==> src/rtl/mac_pkg.sv <==
// Shared types and defaults for the MAC accumulator slice.
package mac_pkg;

    typedef enum logic [1:0] {
        ST_IDLE = 2'd0,
        ST_ACC  = 2'd1,
        ST_HOLD = 2'd2
    } state_e;

    localparam int N_DEF     = 10;
    localparam int ACC_W_DEF = 2 * N_DEF + 8;
    localparam int LEN_W_DEF = 8;

    // Largest value representable in a w-bit signed accumulator.
    function automatic longint acc_max(input int w);
        return (longint'(1) <<< (w - 1)) - longint'(1);
    endfunction

    // Smallest value representable in a w-bit signed accumulator.
    function automatic longint acc_min(input int w);
        return -(longint'(1) <<< (w - 1));
    endfunction

endpackage

==> src/rtl/mac_accumulator_if.sv <==
// Product-in / block-sum-out handshake bundle of the MAC accumulator.
interface mac_accumulator_if
    import mac_pkg::*;
#(
    parameter int N     = N_DEF,
    parameter int ACC_W = ACC_W_DEF,
    parameter int LEN_W = LEN_W_DEF
);
    logic               in_valid;
    logic               in_ready;
    logic [2*N-1:0]     in_prod;
    logic [LEN_W-1:0]   len;
    logic               out_valid;
    logic               out_ready;
    logic [ACC_W-1:0]   out_sum;
    logic               out_ovf;

    modport master (
        output in_valid, in_prod, len, out_ready,
        input  in_ready, out_valid, out_sum, out_ovf
    );

    modport slave (
        input  in_valid, in_prod, len, out_ready,
        output in_ready, out_valid, out_sum, out_ovf
    );
endinterface

==> src/rtl/mac_accumulator_sat_add.sv <==
// Signed add with clamping to the ACC_W-bit range; sat_o flags a clamp.
module sat_add
    import mac_pkg::*;
#(
    parameter int ACC_W = ACC_W_DEF
) (
    input  logic signed [ACC_W-1:0] acc_i,
    input  logic signed [ACC_W-1:0] add_i,
    output logic signed [ACC_W-1:0] sum_o,
    output logic                    sat_o
);
    localparam logic signed [ACC_W:0] MAX_W = (ACC_W + 1)'(acc_max(ACC_W));
    localparam logic signed [ACC_W:0] MIN_W = (ACC_W + 1)'(acc_min(ACC_W));

    logic signed [ACC_W:0] wide;

    // One extra bit holds the exact sum so the range test cannot wrap.
    always_comb begin
        wide  = (ACC_W + 1)'(acc_i) + (ACC_W + 1)'(add_i);
        sum_o = wide[ACC_W-1:0];
        sat_o = 1'b0;
        if (wide > MAX_W) begin
            sum_o = MAX_W[ACC_W-1:0];
            sat_o = 1'b1;
        end else if (wide < MIN_W) begin
            sum_o = MIN_W[ACC_W-1:0];
            sat_o = 1'b1;
        end
    end
endmodule

==> src/rtl/mac_accumulator.sv <==
// Block accumulator: sums len signed products with saturation and presents
// the result on a registered valid/ready output.
//
//   state   | meaning
//   IDLE    | no block in progress, waiting for the first product
//   ACC     | block started, more products expected
//   HOLD    | block sum presented on out_sum until out_ready
module mac_accumulator
    import mac_pkg::*;
#(
    parameter int N     = N_DEF,
    parameter int ACC_W = ACC_W_DEF,
    parameter int LEN_W = LEN_W_DEF
) (
    input  logic               clk,
    input  logic               rst_n,
    input  logic               clear,
    mac_accumulator_if.slave   bus
);
    state_e                  state_q, state_d;
    logic                    run_q;
    logic signed [ACC_W-1:0] acc_q, acc_d;
    logic signed [ACC_W-1:0] out_sum_q, out_sum_d;
    logic                    ovf_q, ovf_d;
    logic                    out_ovf_q, out_ovf_d;
    logic [LEN_W-1:0]        cnt_q, cnt_d;
    logic [LEN_W-1:0]        len_q, len_d;

    logic signed [2*N-1:0]   prod;
    logic signed [ACC_W-1:0] prod_ext;
    logic signed [ACC_W-1:0] sum_sat;
    logic                    sat;
    logic [LEN_W-1:0]        len_eff;
    logic [LEN_W-1:0]        cnt_inc;
    logic                    accept;
    logic                    start;
    logic                    add;

    assign prod     = bus.in_prod;
    assign prod_ext = ACC_W'(prod);
    assign len_eff  = (bus.len == '0) ? LEN_W'(1) : bus.len;
    assign cnt_inc  = cnt_q + LEN_W'(1);
    assign accept   = bus.in_valid && bus.in_ready;
    // A product accepted outside ACC always opens a new block (IDLE, or HOLD
    // when the previous sum leaves in the same cycle).
    assign start    = accept && (state_q != ST_ACC);
    assign add      = accept && (state_q == ST_ACC);

    sat_add #(.ACC_W(ACC_W)) u_sat_add (
        .acc_i (acc_q),
        .add_i (prod_ext),
        .sum_o (sum_sat),
        .sat_o (sat)
    );

    // State register.
    always_ff @(posedge clk or negedge rst_n) begin
        if (!rst_n) state_q <= ST_IDLE;
        else        state_q <= state_d;
    end

    // Next-state logic; clear overrides everything but reset.
    always_comb begin
        state_d = state_q;
        if (clear) begin
            state_d = ST_IDLE;
        end else begin
            case (state_q)
                ST_IDLE: if (accept) state_d = (len_eff == LEN_W'(1)) ? ST_HOLD : ST_ACC;
                ST_ACC:  if (accept && (cnt_inc == len_q)) state_d = ST_HOLD;
                ST_HOLD: begin
                    if (accept)              state_d = (len_eff == LEN_W'(1)) ? ST_HOLD : ST_ACC;
                    else if (bus.out_ready)  state_d = ST_IDLE;
                end
                default: state_d = ST_IDLE;
            endcase
        end
    end

    // Handshake outputs; run_q keeps in_ready low until the first clock after reset.
    always_comb begin
        bus.in_ready  = run_q && !clear && ((state_q != ST_HOLD) || bus.out_ready);
        bus.out_valid = (state_q == ST_HOLD);
    end

    assign bus.out_sum = out_sum_q;
    assign bus.out_ovf = out_ovf_q;

    // Datapath next values: block start, accumulate step, or abort.
    always_comb begin
        acc_d     = acc_q;
        cnt_d     = cnt_q;
        len_d     = len_q;
        ovf_d     = ovf_q;
        out_sum_d = out_sum_q;
        out_ovf_d = out_ovf_q;
        if (clear) begin
            acc_d = '0;
            cnt_d = '0;
            ovf_d = 1'b0;
        end else if (start) begin
            acc_d = prod_ext;
            cnt_d = LEN_W'(1);
            len_d = len_eff;
            ovf_d = 1'b0;
            if (len_eff == LEN_W'(1)) begin
                out_sum_d = prod_ext;
                out_ovf_d = 1'b0;
            end
        end else if (add) begin
            acc_d = sum_sat;
            cnt_d = cnt_inc;
            ovf_d = ovf_q | sat;
            if (cnt_inc == len_q) begin
                out_sum_d = sum_sat;
                out_ovf_d = ovf_q | sat;
            end
        end
    end

    // Datapath registers.
    always_ff @(posedge clk or negedge rst_n) begin
        if (!rst_n) begin
            run_q     <= 1'b0;
            acc_q     <= '0;
            cnt_q     <= '0;
            len_q     <= '0;
            ovf_q     <= 1'b0;
            out_sum_q <= '0;
            out_ovf_q <= 1'b0;
        end else begin
            run_q     <= 1'b1;
            acc_q     <= acc_d;
            cnt_q     <= cnt_d;
            len_q     <= len_d;
            ovf_q     <= ovf_d;
            out_sum_q <= out_sum_d;
            out_ovf_q <= out_ovf_d;
        end
    end
endmodule

==> src/flat_wrapper.sv <==
// flat-port wrapper written by rule: the top's interface ports become plain ports
module mac_accumulator_flat import mac_pkg::*;
#(
    parameter int N     = N_DEF,
    parameter int ACC_W = ACC_W_DEF,
    parameter int LEN_W = LEN_W_DEF
)
  (clk, rst_n, clear, bus_in_valid, bus_in_prod, bus_len, bus_out_ready, bus_in_ready, bus_out_valid, bus_out_sum, bus_out_ovf);
  mac_accumulator_if #(.N(N), .ACC_W(ACC_W), .LEN_W(LEN_W)) bus_i ();
  input  logic clk;
  input  logic rst_n;
  input  logic clear;
  input wire logic [$bits(bus_i.in_valid)-1:0] bus_in_valid;
  input wire logic [$bits(bus_i.in_prod)-1:0] bus_in_prod;
  input wire logic [$bits(bus_i.len)-1:0] bus_len;
  input wire logic [$bits(bus_i.out_ready)-1:0] bus_out_ready;
  output wire logic [$bits(bus_i.in_ready)-1:0] bus_in_ready;
  output wire logic [$bits(bus_i.out_valid)-1:0] bus_out_valid;
  output wire logic [$bits(bus_i.out_sum)-1:0] bus_out_sum;
  output wire logic [$bits(bus_i.out_ovf)-1:0] bus_out_ovf;
  assign bus_i.in_valid = bus_in_valid;
  assign bus_i.in_prod = bus_in_prod;
  assign bus_i.len = bus_len;
  assign bus_i.out_ready = bus_out_ready;
  assign bus_in_ready = bus_i.in_ready;
  assign bus_out_valid = bus_i.out_valid;
  assign bus_out_sum = bus_i.out_sum;
  assign bus_out_ovf = bus_i.out_ovf;
  mac_accumulator #(.N(N), .ACC_W(ACC_W), .LEN_W(LEN_W)) u_core (.clk(clk), .rst_n(rst_n), .clear(clear), .bus(bus_i));
endmodule
==> config.mk <==
export PLATFORM = sky130hd
export DESIGN_NAME = mac_accumulator_flat
export DESIGN_NICKNAME = d
export VERILOG_FILES = /design/src/rtl/mac_pkg.sv /design/src/rtl/mac_accumulator_if.sv /design/src/rtl/mac_accumulator_sat_add.sv /design/src/rtl/mac_accumulator.sv /design/src/flat_wrapper.sv
export SDC_FILE = /design/constraint.sdc
export NUM_CORES = 1
export LEC_CHECK = 0
export ABC_AREA = 0
export BUFFER_PORTS_ARGS = -buffer_cell sky130_fd_sc_hd__buf_2
export CORE_UTILIZATION = 59
export CTS_CLUSTER_SIZE = 10
export DETAILED_ROUTE_END_ITERATION = 10
export PLACE_DENSITY = 0.9
export SETUP_SLACK_MARGIN = 0.5
export SLEW_MARGIN = 20
export SYNTH_ARGS = -nofsm -noshare
export SYNTH_HDL_FRONTEND = slang
export SYNTH_HIERARCHICAL = 1
export SYNTH_SLANG_ARGS = --single-unit
==> constraint.sdc <==
create_clock -name clk -period 4.4 [get_ports clk]
set_input_delay 0.44 -clock clk [delete_from_list [all_inputs] [get_ports clk]]
set_output_delay 0.44 -clock clk [all_outputs]
set_load 0.01 [all_outputs]
After elaboration in Yosys (flattened, before gate mapping)
Index checks and enable logic that the tools add are counted.
{"block": "word_totals", "regBits": 77, "in_bits": 33, "elab_cells": 69}
{"block": "classes", "n_addsub": 2, "order_cmp": 2, "n_eq_ne": 10, "muxes": 29, "bitwise_logic": 2, "n_reduce_logical": 16}
{"op": "two-way mux 28 bit", "count": 9}
{"op": "two-way mux 8 bit", "count": 4}
{"op": "adder 28 x 20 -> 29 bit", "count": 1}
{"op": "greater-than comparator 29 x 28 -> 1 bit (second input constant)", "count": 1}
{"op": "< comparator 29 x 28 -> 1 bit (second input constant)", "count": 1}
{"op": "two-way mux 2 bit", "count": 6}
{"op": "two-way mux 1 bit", "count": 9}
{"op": "adder 8 x 1 -> 8 bit (second input constant)", "count": 1}
{"op": "equality test 8 x 1 -> 1 bit (second input constant)", "count": 1}
{"op": "equality test 8 bit", "count": 1}
{"op": "logical NOT 8 bit", "count": 1}
{"op": "logical AND 1 bit", "count": 6}
{"op": "one-hot mux 2 bit (3 select lines)", "count": 1}
{"op": "inequality test 2 bit (second input constant)", "count": 2}
{"op": "inequality test 4 x 3 -> 1 bit (second input constant)", "count": 1}
{"op": "AND reduction 4 bit", "count": 1}
{"op": "nonzero test 2 bit", "count": 2}
{"op": "inequality test 3 x 2 -> 1 bit (second input constant)", "count": 1}
{"op": "inequality test 3 bit (second input constant)", "count": 1}
{"op": "AND reduction 3 bit", "count": 1}
{"op": "nonzero test 3 bit", "count": 1}
{"op": "equality test 2 x 1 -> 1 bit (second input constant)", "count": 1}
{"op": "equality test 2 bit (second input constant)", "count": 1}
{"op": "logical NOT 2 bit", "count": 1}
{"op": "other kinds (6)", "count": 6}

Depth between registers and ports, before layout
Gate-level depths: netlist of run 1.
{"block": "depth", "ltp_word": 8, "ltp_mapped": 16}

Hierarchy
Netlist of run 1, hierarchy kept.
{"module": "mac_accumulator", "n_inst": 1, "cells_each": 348, "area_each_um2": 3613.5, "seq_area_each_um2": 1926.8}
{"module": "sat_add", "n_inst": 1, "cells_each": 338, "area_each_um2": 2180.8, "seq_area_each_um2": 0.0}

Worst setup path after synthesis of run 1
No wires, ideal clock.
{"block": "synth_path", "path_type": "in2reg", "startpoint": "in bus_in_prod[0]", "endpoint": "reg u_core.out_sum_q[10] (netlist: u_core/bus.out_sum[10])", "t_arrival_ns": 3.107, "slack_ns": 1.168, "stages": 15, "cell_sequence": "ha_1 inv_1 fa_1 nand2b_1 a211oi_2 o2111ai_1 nand3_1 a31oi_2 nand2b_1 buf_2 buf_6 a211oi_1 a31oi_1 mux2_2 mux2_2"}
{"block": "synth_via", "elab_chain_len": 7}
{"element": "start: declaration", "line": "flat_wrapper.sv:14", "source": "input wire logic [$bits(bus_i.in_prod)-1:0] bus_in_prod;"}
{"element": "adder 28 x 20 -> 29 bit (*)", "line": "mac_accumulator_sat_add.sv:19", "source": "wide = (ACC_W + 1)'(acc_i) + (ACC_W + 1)'(add_i);"}
{"element": "< comparator 29 x 28 -> 1 bit", "line": "mac_accumulator_sat_add.sv:25", "source": "end else if (wide < MIN_W) begin"}
{"element": "two-way mux 28 bit", "line": "mac_accumulator_sat_add.sv:25"}
{"element": "two-way mux 28 bit (*)", "line": "mac_accumulator_sat_add.sv:22", "source": "if (wide > MAX_W) begin"}
{"element": "net u_core.sum_sat[10]", "line": "mac_accumulator.sv:31", "source": "logic signed [ACC_W-1:0] sum_sat;"}
{"element": "two-way mux 28 bit (*)", "line": "mac_accumulator.sv:114", "source": "if (cnt_inc == len_q) begin"}
{"element": "two-way mux 28 bit (*)", "line": "mac_accumulator.sv:110", "source": "end else if (add) begin"}
{"element": "two-way mux 28 bit (*)", "line": "mac_accumulator.sv:101", "source": "end else if (start) begin"}
{"element": "end signal: assignment", "line": "mac_accumulator.sv:137", "source": "out_sum_q <= out_sum_d;"}
{"element": "end: declaration", "line": "mac_accumulator.sv:23", "source": "logic signed [ACC_W-1:0] out_sum_q, out_sum_d;"}
Mark *: on every way through the listed nets, which the timed path passes. The rest lies on a longest branch. The select of a mux whose other input is x is not followed.
A chain may end at the register's enable or synchronous reset.

Worst setup path in the final report of run 1
{"block": "layout_path", "startpoint": "reg u_core.acc_q[0]", "endpoint": "reg u_core.out_sum_q[12] (netlist: u_core/bus.out_sum[12])"}
{"block": "layout_via", "elab_chain_len": 7}
{"element": "start: declaration", "line": "mac_accumulator.sv:22", "source": "logic signed [ACC_W-1:0] acc_q, acc_d;"}
{"element": "start signal: assignment", "line": "mac_accumulator.sv:125", "source": "acc_q <= '0;"}
{"element": "start signal: assignment", "line": "mac_accumulator.sv:133", "source": "acc_q <= acc_d;"}
{"element": "adder 28 x 20 -> 29 bit (*)", "line": "mac_accumulator_sat_add.sv:19"}
{"element": "< comparator 29 x 28 -> 1 bit", "line": "mac_accumulator_sat_add.sv:25"}
{"element": "two-way mux 28 bit", "line": "mac_accumulator_sat_add.sv:25"}
{"element": "two-way mux 28 bit (*)", "line": "mac_accumulator_sat_add.sv:22"}
{"element": "net u_core.sum_sat[12]", "line": "mac_accumulator.sv:31"}
{"element": "two-way mux 28 bit (*)", "line": "mac_accumulator.sv:114"}
{"element": "two-way mux 28 bit (*)", "line": "mac_accumulator.sv:110"}
{"element": "two-way mux 28 bit (*)", "line": "mac_accumulator.sv:101"}
Marks and branches as above.

==> out/metrics.cfg, run 1 <==
[setup_path]
crit_path_end_kind = register
critPathSlowestCell = fa_1
critPathTopFamily = compound AO/OA/AOI/OAI gates
crit_type = register to register
critPathArrivalTime_ns = 3.87
startpoint_type = register
crit_fanout = 38
cp.buffers_inverters = 2
worstPathCellList = ha_1 -> inv_1 -> fa_1 -> nand2b_1 -> a211oi_2 -> o2111ai_1 -> nand3_1 -> a31oi_2 -> nand2b_2 -> buf_12 -> nor2b_1 -> o31a_1 -> mux2_2 -> mux2_2
cpPeakStageDelay_ns = 0.40
crit_required_ns = 4.65
crit_path_frequent_cell = mux2_2

[timing]
tightest_slew_ns = 0.946
setup_violations = 0
rsz0062_at_grt = no
hold_viol = 0
finalCriticalPeriod_ns = 3.63
max_freq_ghz = 0.276
finalMaxSlewViolations = 0
fin_crit_sh = 0.824
fin_ws_ns = 0.775
finalClockSkew_ns = 0.0196
relSlewSlack = 0.369
tns_ns = 0

[logic_synthesis]
synth-main-ff-cell = dfrtp_1
syn_inst = 686
syn_nets = 749
synth_area_per_cell_um2 = 8.45
ys_warn_count = 6
synth_edf_count = 0
syn_area_um2 = 5790
yosysUniqueCellTypes = 69
ys_seq_area_frac = 0.333
ys_ff_latch = 77
async_flop_share = 1.00

[clock_network]
cts_tree = built
htree_levels = 3
path_clk_slew_ns = 0.10
cts_made_buffers = 9
cts_root_buf = clkbuf_8
cts_buffer_depth = 2
worstSkewPairLatency_ns = 0.37
cts.sinks = 77

[die]
rows = 35
start_util = 0.618
chipWidth_um = 101
core-area_um2 = 9370
dieHeight_um = 101
dieArea_um2 = 10200
ios = 64

[power]
ir_drop_mv = 0.252
p_per_area_nw_per_um2 = 342
leakage_nw = 3.02

[routing]
antenna_left = 0
route.detailed.drc = 0
wl_mm = 14.6
vias_per_cell = 6.30
drtPass1Iterations = 5
wl_per_cell_um = 16.9
drt_iter0_drc = 518
vias = 5461

[cells_and_area]
fin_cells = 867
post-route-util = 0.678
antenna_cells = 0
nNetsFinal = 796
syn2layout_area_growth_pct = 9.67
layout-drive-gt1-share = 0.188

[placement]
pre_cts_ws_ns = 0.612
place_congestion = 0.968
dp.cells = 851
portBuffers = 63
dpl.hpwl_mm = 10.4

[global_route]
grt_usage = 0.295
grt_pass1_vias = 5175
overflow = 0
grt_first_pass_wirelength_mm = 23.9
grt_max_degree = 78
antenna_found_initial = 0

[flow_run]
cap_violations = 0

[outcome]
status = complete, no violations

[worst_hold_path]
min_path_type = input pin to asynchronous set/reset pin

==> cell usage after synthesis (all sizes together), types with 8 or more instances <==
master | instances | area share
nand2 | 81 | 0.052
nor2 | 79 | 0.051
dfrtp | 77 | 0.33
a21oi | 43 | 0.037
mux2 | 39 | 0.076
o21ai | 38 | 0.035
a211oi | 29 | 0.038
ha | 29 | 0.063
nor3 | 25 | 0.022
a31oi | 21 | 0.025
inv | 20 | 0.013
clkbuf | 19 | 0.012
xnor2 | 19 | 0.029
buf | 18 | 0.022
nand3 | 17 | 0.015
and3 | 10 | 0.011
mux2i | 10 | 0.017
and2 | 9 | 0.010
nand4 | 9 | 0.0097
xor2 | 9 | 0.014
nand2b | 8 | 0.0086
==> kinds of logic (layout without fill, tap and decap cells) <==
kind of cell / Yosys count / count (layout) / synth area share
simple gates: 263 / 263 / 0.212
compound gates: 181 / 181 / 0.206
flops: 77 / 77 / 0.333
buf+inv: 57 / 109 / 0.0469
mux: 49 / 49 / 0.0937
fa+ha+maj: 30 / 30 / 0.0661
xor+xnor: 28 / 28 / 0.0423
other cells: 1 / 1 / 0.000647
==> metal layers <==
layer / track usage / wire, um / part of all wire / up-vias
met5: 0 / 0 / 0 / -
li1: - / - / - / 2584
met1: 0.380 / 6100 / 0.42 / 2586
met4: 0.113 / 346 / 0.024 / 0
met2: 0.495 / 7160 / 0.49 / 249
met3: 0.0534 / 1010 / 0.069 / 42
==> layout make-up <==
| type | count | area (um^2) |
|---|---|---|
| multi-input combinational | 552 | 3600 |
| tap | 129 | 161 |
| inverter | 20 | 75.1 |
| clock inverter | 7 | 63.8 |
| clock buffer | 9 | 124 |
| timing repair buffer | 73 | 405 |
| sequential | 77 | 1930 |
| fill | 778 | 3020 |
==> report_power, final <==
group,internal [mW],switching (mW),total (mW)
combinational,0.342,0.468,0.810
sequential,0.788,0.0496,0.837
clock,0.218,0.308,0.525
total,1.35,0.825,2.17
==> worst paths after layout <==
check | from | end | slack, ns | cells after the start
max | u_core/acc_q[0] | u_core/bus.out_sum[12] | 0.77 | 14
min | rst_n | u_core/bus.out_sum[15] | 0.19 | 1
max reg2reg | u_core/acc_q[0] | u_core/bus.out_sum[12] | 0.77 | 14
min reg2reg | u_core/bus.out_sum[17] | u_core/bus.out_sum[17] | 0.51 | 1
max in group asynchronous | rst_n | u_core/bus.out_sum[23] | 3.55 | 1
min in group clk | bus_len[7] | u_core/len_q[7] | 0.27 | 3
==> stage by stage <==
stage	total power, mW	hold slack [ns]	cell area [um^2]
2_1_floorplan	1.43	0.144	5790
3_3_place_gp	1.60	0.477	6160
3_5_place_dp	1.64	0.491	6160
4_1_cts	2.17	0.248	6350
5_1_grt	2.30	0.269	6350
6_report	2.17	0.188	6350
==> sequential cells by signal, indices dropped and copies added (netlist names) <==
signal	count
u_core/run_q	1
u_core/bus.out_sum	28
u_core/acc_q	28
u_core/bus.out_ovf	1
u_core/ovf_q	1
u_core/cnt_q	8
u_core/state_q	2
u_core/len_q	8
==> layout by cell type (no fill, tap or decap), types with 4 or more instances in the layout <==
cell type	instances
nand2_1	81
nor2_1	79
dfrtp_1	77
buf_2	62
a21oi_1	43
mux2_2	38
o21ai_0	36
ha_1	29
a211oi_1	28
nor3_1	25
inv_1	20
xnor2_1	19
a31oi_1	19
nand3_1	17
buf_4	10
and3_1	10
mux2i_1	10
clkbuf_8	9
nand4_1	9
xor2_1	9
and2_1	8
nand2b_1	7
a21o_1	7
o21a_1	7
nor2b_1	5
o211ai_1	5
o31ai_1	4
or3_1	4
==> repair_timing <==
action / 4_1_cts / 5_1_grt
hold buffers: 0 / 0
setup endpoints to repair: 0 / 3
setup buffers: 0 / 0
gates resized for setup: 0 / 1
(Power assumes the default switching activity.)
==> run 2: changes to the inputs <==
--- a/config.mk
+++ b/config.mk
@@ -7,10 +7,10 @@
 export LEC_CHECK = 0
 export ABC_AREA = 0
 export BUFFER_PORTS_ARGS = -buffer_cell sky130_fd_sc_hd__buf_2
-export CORE_UTILIZATION = 59
+export CORE_UTILIZATION = 54
 export CTS_CLUSTER_SIZE = 10
 export DETAILED_ROUTE_END_ITERATION = 10
-export PLACE_DENSITY = 0.9
+export PLACE_DENSITY = 0.87
 export SETUP_SLACK_MARGIN = 0.5
 export SLEW_MARGIN = 20
 export SYNTH_ARGS = -nofsm -noshare
==> constraint.sdc (replaced) <==
create_clock -name clk -period 3.1 [get_ports clk]
set_input_delay 0.31 -clock clk [delete_from_list [all_inputs] [get_ports clk]]
set_output_delay 0.31 -clock clk [all_outputs]
set_load 0.01 [all_outputs]
==> run 2 against run 1 <==
Against the previous run: cell area is 29% higher; clock skew is 0.013 ns lower; sequential share of layout area is 6.7 points lower; critical endpoint is now u_core/acc_q[11]; total power is 75% higher; first-iteration DRC count is 67% higher; maximum frequency is 5.9% lower; core utilization is 11 points higher; critical path depth stayed put; the run now ends with setup timing left; global-route usage is 6.6 points higher; sequential cell count stayed put; worst hold slack worse by 0.058 ns.
==> out/metrics.cfg, run 2 (synthesis results as in run 1) <==
[outcome]
status = finished with violations
violations = setup timing

[power]
pwr-share-comb = 0.488  ; +0.115
pwr-share-clk = 0.196  ; -0.046
power.switching_mw = 1.55  ; +88%
leakage_nw = 3.79  ; +25%
internal-power_mw = 2.27  ; +68%
swShare = 0.406  ; +0.0261
p_per_area_nw_per_um2 = 467  ; +37%
p_seq_frac = 0.316  ; -0.069
ir_drop_mv = 0.408  ; +62%

[setup_path]
crit_path_frequent_cell = buf_6
cp.buffers_inverters = 3  ; +1
critPathArrivalTime_ns = 4.14  ; +0.27 ns
crit_fanout = 6  ; -84%
critPathSlowestCell = a31oi_1
worstPathCellList = ha_4 -> a21oi_2 -> o21ai_2 -> a211oi_2 -> nand4_1 -> a31oi_4 -> buf_6 -> buf_6 -> nand2b_4 -> buf_4 -> a31oi_1 -> mux2_4 -> nor2_2 -> nor3_2
cpPeakStageDelay_ns = 0.56  ; +0.16 ns
r2r_cells = 14  ; unchanged
cp.depth = 14  ; unchanged
crit_required_ns = 3.39  ; -1.26 ns
crit_path_end_kind = register
startpoint_type = register
crit_type = register to register
critPathTopFamily = compound AO/OA/AOI/OAI gates

[placement]
dp.cells = 918  ; +7.9%
place_congestion = 0.907  ; -6.3%
pre_cts_ws_ns = -0.199  ; -0.812 ns
dpl.hpwl_mm = 11.5  ; +11%
portBuffers = 63  ; unchanged

[cells_and_area]
layout_common_cells = buf_4, dfrtp_1, nand2_1
nNetsFinal = 905  ; +14%
fin_cells = 983  ; +13%
multi_input_area_um2 = 4490  ; +25%
syn2layout_area_growth_pct = 41.0
antenna_cells = 0  ; unchanged
n_fill_cell = 618  ; -21%
post-route-util = 0.788  ; +0.110
layout-drive-gt1-share = 0.427  ; +0.239
regArea_um2 = 1930  ; unchanged
final_common_cell = buf_4

[timing]
tightest_slew_ns = 0.935  ; -0.0117 ns
fin_ws_ns = -0.752  ; -1.53 ns
tns_ns = -16.70  ; -16.70 ns
hold_viol = 0  ; unchanged
setup_violations = 54  ; +54
finalMaxSlewViolations = 0  ; unchanged
fin_crit_sh = 1.24  ; +0.419
max_freq_ghz = 0.260  ; -5.9%
finalClockSkew_ns = 0.00636  ; -0.0133 ns
relSlewSlack = 0.375  ; +0.00630
rsz0062_at_grt = yes
finalCriticalPeriod_ns = 3.85  ; +0.227 ns

[die]
dieHeight_um = 106  ; +4.4%
core-area_um2 = 10400  ; +11%
dieArea_um2 = 11100  ; +9.1%
ios = 64  ; unchanged
chipWidth_um = 106  ; +4.4%
start_util = 0.559  ; -0.0595
rows = 37  ; +5.7%

[clock_network]
cts_tree = built
htree_levels = 3  ; unchanged
cts.sinks = 77  ; unchanged
worstSkewPairLatency_ns = 0.38  ; about the same
path_clk_slew_ns = 0.09  ; about the same
cts_made_buffers = 9  ; unchanged
cts_buffer_depth = 2  ; unchanged
cts_root_buf = clkbuf_8

[worst_hold_path]
min_path_type = input pin to register
hold_path_depth = 3

[flow_run]
cap_violations = 0  ; unchanged

[global_route]
grt_max_degree = 78  ; unchanged
grt_usage = 0.361  ; +0.0664
antenna_found_initial = 0  ; unchanged
grt_first_pass_wirelength_mm = 32.0  ; +34%
grt_pass1_vias = 6518  ; +26%
overflow = 0  ; unchanged

[routing]
vias = 6795  ; +24%
wl_mm = 23.1  ; +58%
drt_iter0_drc = 867  ; +67%
route.detailed.drc = 0  ; unchanged
antenna_left = 0  ; unchanged
drtPass1Iterations = 6  ; +1
wl_per_cell_um = 23.5  ; +39%
vias_per_cell = 6.91  ; +9.7%

[run 2: cell types whose count changed in the layout (fill, tap and decap cells not counted), sizes merged]
| cell | before | now |
|---|---|---|
| inv | 24 | 22 |
| clkbuf | 9 | 10 |
| clkinv | 1 | 3 |
| dlygate4sd3 | 0 | 1 |
| buf | 73 | 177 |
| nand2b | 8 | 11 |
[run 2: metrics by stage]
step	hold WS (ns)	power [mW]	area, um^2
4_1_cts	0.130	3.45	7680
2_1_floorplan	0.0144	2.09	5970
6_report	0.130	3.81	8170
3_5_place_dp	0.491	2.51	6780
5_1_grt	0.135	3.97	8170
3_3_place_gp	0.480	2.46	6780
[run 2: metal layers]
layer  wire length, um  track usage
met1              8070        0.438
met2             10600        0.601
met3              2650       0.0773
met4              1720        0.194
met5                 0            0
[run 2: repair_timing]
action                                  CTS  global route
hold buffers                              0             1
gates resized for setup                  91            78
buffers inserted                         28            15
endpoints found under the setup margin   57            58
cloned                                    3             1
pin swaps                                36            26
hold endpoints to repair                  0            37
[run 2: final timing paths]
kind                                   from                      to  slack, ns
max in group asynchronous             rst_n        u_core/acc_q[27]       2.06
max                        u_core/acc_q[22]        u_core/acc_q[11]      -0.75
min reg2reg                 u_core/len_q[7]         u_core/len_q[7]       0.51
min                              bus_len[7]         u_core/len_q[7]       0.13
max reg2reg                u_core/acc_q[22]        u_core/acc_q[11]      -0.75
min in group asynchronous             rst_n  u_core/bus.out_sum[16]       0.43
[run 2: power groups by stage]
| stage | clock, mW | sequential (mW) | combinational, mW |
|---|---|---|---|
| global placement | 0 | 1.20 | 1.26 |
| detailed placement | 0 | 1.21 | 1.30 |
| global route | 0.798 | 1.22 | 1.95 |
| finish | 0.747 | 1.20 | 1.86 |
| CTS | 0.742 | 1.20 | 1.51 |
| floorplan | 0 | 1.23 | 0.861 |
[run 2: worst register-to-register path, cell delays in order (launching register included)]
cell      delay [ns]
dfrtp_1         0.44
ha_4            0.28
a21oi_2         0.17
o21ai_2         0.10
a211oi_2        0.51
nand4_1         0.29
a31oi_4         0.31
buf_6           0.15
buf_6           0.11
nand2b_4        0.10
buf_4           0.18
a31oi_1         0.56
mux2_4          0.35
nor2_2          0.07
nor3_2          0.16
[run 2: layout make-up]
type / count / area share
well taps: 136 / 0.0208
clock inverters: 7 / 0.00705
multi-input cells: 555 / 0.549
repair buffers: 179 / 0.162
clock buffers: 9 / 0.0152
inverters: 20 / 0.00950
flip-flops and latches: 77 / 0.236
==> run 3: changes to the inputs <==
--- a/config.mk
+++ b/config.mk
@@ -8,6 +8,7 @@
 export ABC_AREA = 0
 export BUFFER_PORTS_ARGS = -buffer_cell sky130_fd_sc_hd__buf_2
 export CORE_UTILIZATION = 54
+export CTS_BUF_LIST = sky130_fd_sc_hd__clkbuf_16
 export CTS_CLUSTER_SIZE = 10
 export DETAILED_ROUTE_END_ITERATION = 10
 export PLACE_DENSITY = 0.87
==> run 3 against run 2 <==
Against the previous run: the run still ends with setup timing left; clock power is 41% higher; sequential cell count stayed put; register-to-register slack better by 0.08 ns; global-route usage is 1.7 points higher; die area stayed put; via count is 4.2% higher; worst setup slack better by 0.077 ns; total power is 9.1% higher; cell area is 1.2% higher; largest power group unchanged.
==> out/metrics.cfg, run 3 (synthesis results as in run 1) <==
[clock_network]
cts_root_buf = clkbuf_16
htree_levels = 3  ; unchanged
cts.sinks = 77  ; unchanged
worstSkewPairLatency_ns = 0.36  ; -0.02 ns
path_clk_slew_ns = 0.07  ; -0.02 ns
cts_buffer_depth = 2  ; unchanged
hold_buffers = 0  ; unchanged
cts_tree = built
cts_made_buffers = 9  ; unchanged

[routing]
antenna_left = 0  ; unchanged
vias = 7078  ; +4.2%
vias_per_cell = 7.26  ; +5.0%
route.detailed.drc = 0  ; unchanged
wl_per_cell_um = 25.5  ; +8.6%
drt_iter0_drc = 1111  ; +28%
wl_mm = 24.9  ; +7.7%
drtPass1Iterations = 6  ; unchanged

[global_route]
antenna_found_initial = 0  ; unchanged
overflow = 0  ; unchanged
grt_pass1_vias = 6584  ; +1.0%
grt_first_pass_wirelength_mm = 32.8  ; +2.6%
grt_max_degree = 78  ; unchanged
grt_usage = 0.378  ; +0.0167

[setup_path]
critPathLaunch = u_core/acc_q[14]
critPathArrivalTime_ns = 4.00  ; -0.14 ns
crit_path_end_kind = register
crit_type = register to register
reg2reg_from = u_core/acc_q[14]
crit_fanout = 8  ; +2
crit_required_ns = 3.33  ; -0.06 ns
startpoint_type = register

[die]
dieHeight_um = 106  ; unchanged
chipWidth_um = 106  ; unchanged
start_util = 0.559  ; unchanged
dieArea_um2 = 11100  ; unchanged
rows = 37  ; unchanged
core-area_um2 = 10400  ; unchanged
ios = 64  ; unchanged

[timing]
rsz0062_at_grt = yes
hold_viol = 0  ; unchanged
setup_violations = 56  ; +3.7%
finalClockSkew_ns = 0.0108  ; +0.00442 ns
fin_crit_sh = 1.22  ; -0.0249
finalCriticalPeriod_ns = 3.78  ; -0.0772 ns
finalMaxSlewViolations = 0  ; unchanged
whs_ns = 0.0892  ; -0.0413 ns
tightest_slew_ns = 1.01  ; +0.0767 ns
tns_ns = -29.73  ; -13.03 ns
relSlewSlack = 0.326  ; -0.0497
fin_ws_ns = -0.675  ; +0.0772 ns
max_freq_ghz = 0.265  ; +2.0%

[cells_and_area]
multi_input_area_um2 = 4560  ; +1.6%
layout_common_cells = buf_4, dfrtp_1, nand2_1
design_area_um2 = 8270  ; +1.2%
final_common_cell = buf_4
nNetsFinal = 897  ; -0.88%
n_fill_cell = 596  ; -3.6%
post-route-util = 0.797  ; +0.00953
antenna_cells = 0  ; unchanged
layout-drive-gt1-share = 0.428  ; +0.000500
syn2layout_area_growth_pct = 42.7
regArea_um2 = 1930  ; about the same

[power]
leakage_nw = 3.82  ; +0.59%
ir_drop_mv = 0.456  ; +12%
p_per_area_nw_per_um2 = 503  ; +7.8%

[outcome]
violations = setup timing
status = finished with violations

[placement]
dpl-instance-area_um2 = 6780  ; unchanged
place_congestion = 0.907  ; unchanged
dpl.hpwl_mm = 11.5  ; unchanged
pre_cts_ws_ns = -0.199  ; unchanged
portBuffers = 63  ; unchanged

[worst_hold_path]
min_path_type = input pin to asynchronous set/reset pin

[flow_run]
cap_violations = 0  ; unchanged

-- run 3: path summary, 6_finish.rpt --
path	end	slack, ns	cells after the start
worst min register to register	u_core/len_q[7]	0.51	2
worst min-delay path	u_core/bus.out_sum[15]	0.09	1
worst max register to register	u_core/acc_q[7]	-0.68	14
min in group clk	u_core/len_q[7]	0.16	3
max in group asynchronous	u_core/acc_q[16]	2.31	1
worst max-delay path	u_core/acc_q[7]	-0.68	14
-- run 3: cell type report --
type / count / share of cell area
clock buffer: 9 / 0.0272
clock inverter: 7 / 0.00696
inverter: 20 / 0.00908
multi-input combinational: 554 / 0.551
sequential: 77 / 0.233
tap: 136 / 0.0206
timing repair buffer: 172 / 0.152
-- run 3: per-stage QoR --
stage          cells  power (mW)
5_1_grt          975        4.30
4_1_cts          958        3.72
6_report         975        4.16
3_5_place_dp     918        2.51
3_3_place_gp     918        2.46
2_1_floorplan    686        2.09
-- run 3: critical path, cell delays in order (launching register included) --
cell      delay, ns
dfrtp_1        0.42
ha_4           0.29
a21oi_2        0.24
o21ai_0        0.28
a22oi_2        0.29
nand4_1        0.39
a31oi_4        0.38
buf_12         0.16
nand2b_4       0.22
buf_8          0.18
nand2_4        0.06
a31oi_2        0.21
mux2_4         0.18
nor2_1         0.06
nor3_2         0.26
-- run 3: metal layers --
| layer | part of all wire | vias to the layer above | track usage |
|---|---|---|---|
| met5 | 0 | - | 0 |
| met4 | 0.099 | 0 | 0.280 |
| met3 | 0.12 | 291 | 0.0891 |
| met2 | 0.44 | 737 | 0.616 |
| met1 | 0.34 | 3265 | 0.434 |
| li1 | - | 2785 | - |
-- run 3: timing repair --
item | in CTS | in global routing
pin swaps | 33 | 48
gates cloned | 2 | 0
setup endpoints to repair | 57 | 58
setup buffers | 22 | 17
gates resized for setup | 92 | 86
-- run 3: report_power, final --
| group | total (mW) | switching (mW) | internal (mW) | leakage [nW] |
|---|---|---|---|---|
| Sequential | 1.21 | 0.0910 | 1.12 | 0.990 |
| Clock | 1.05 | 0.494 | 0.553 | 0.134 |
| Combinational | 1.90 | 1.05 | 0.850 | 2.69 |
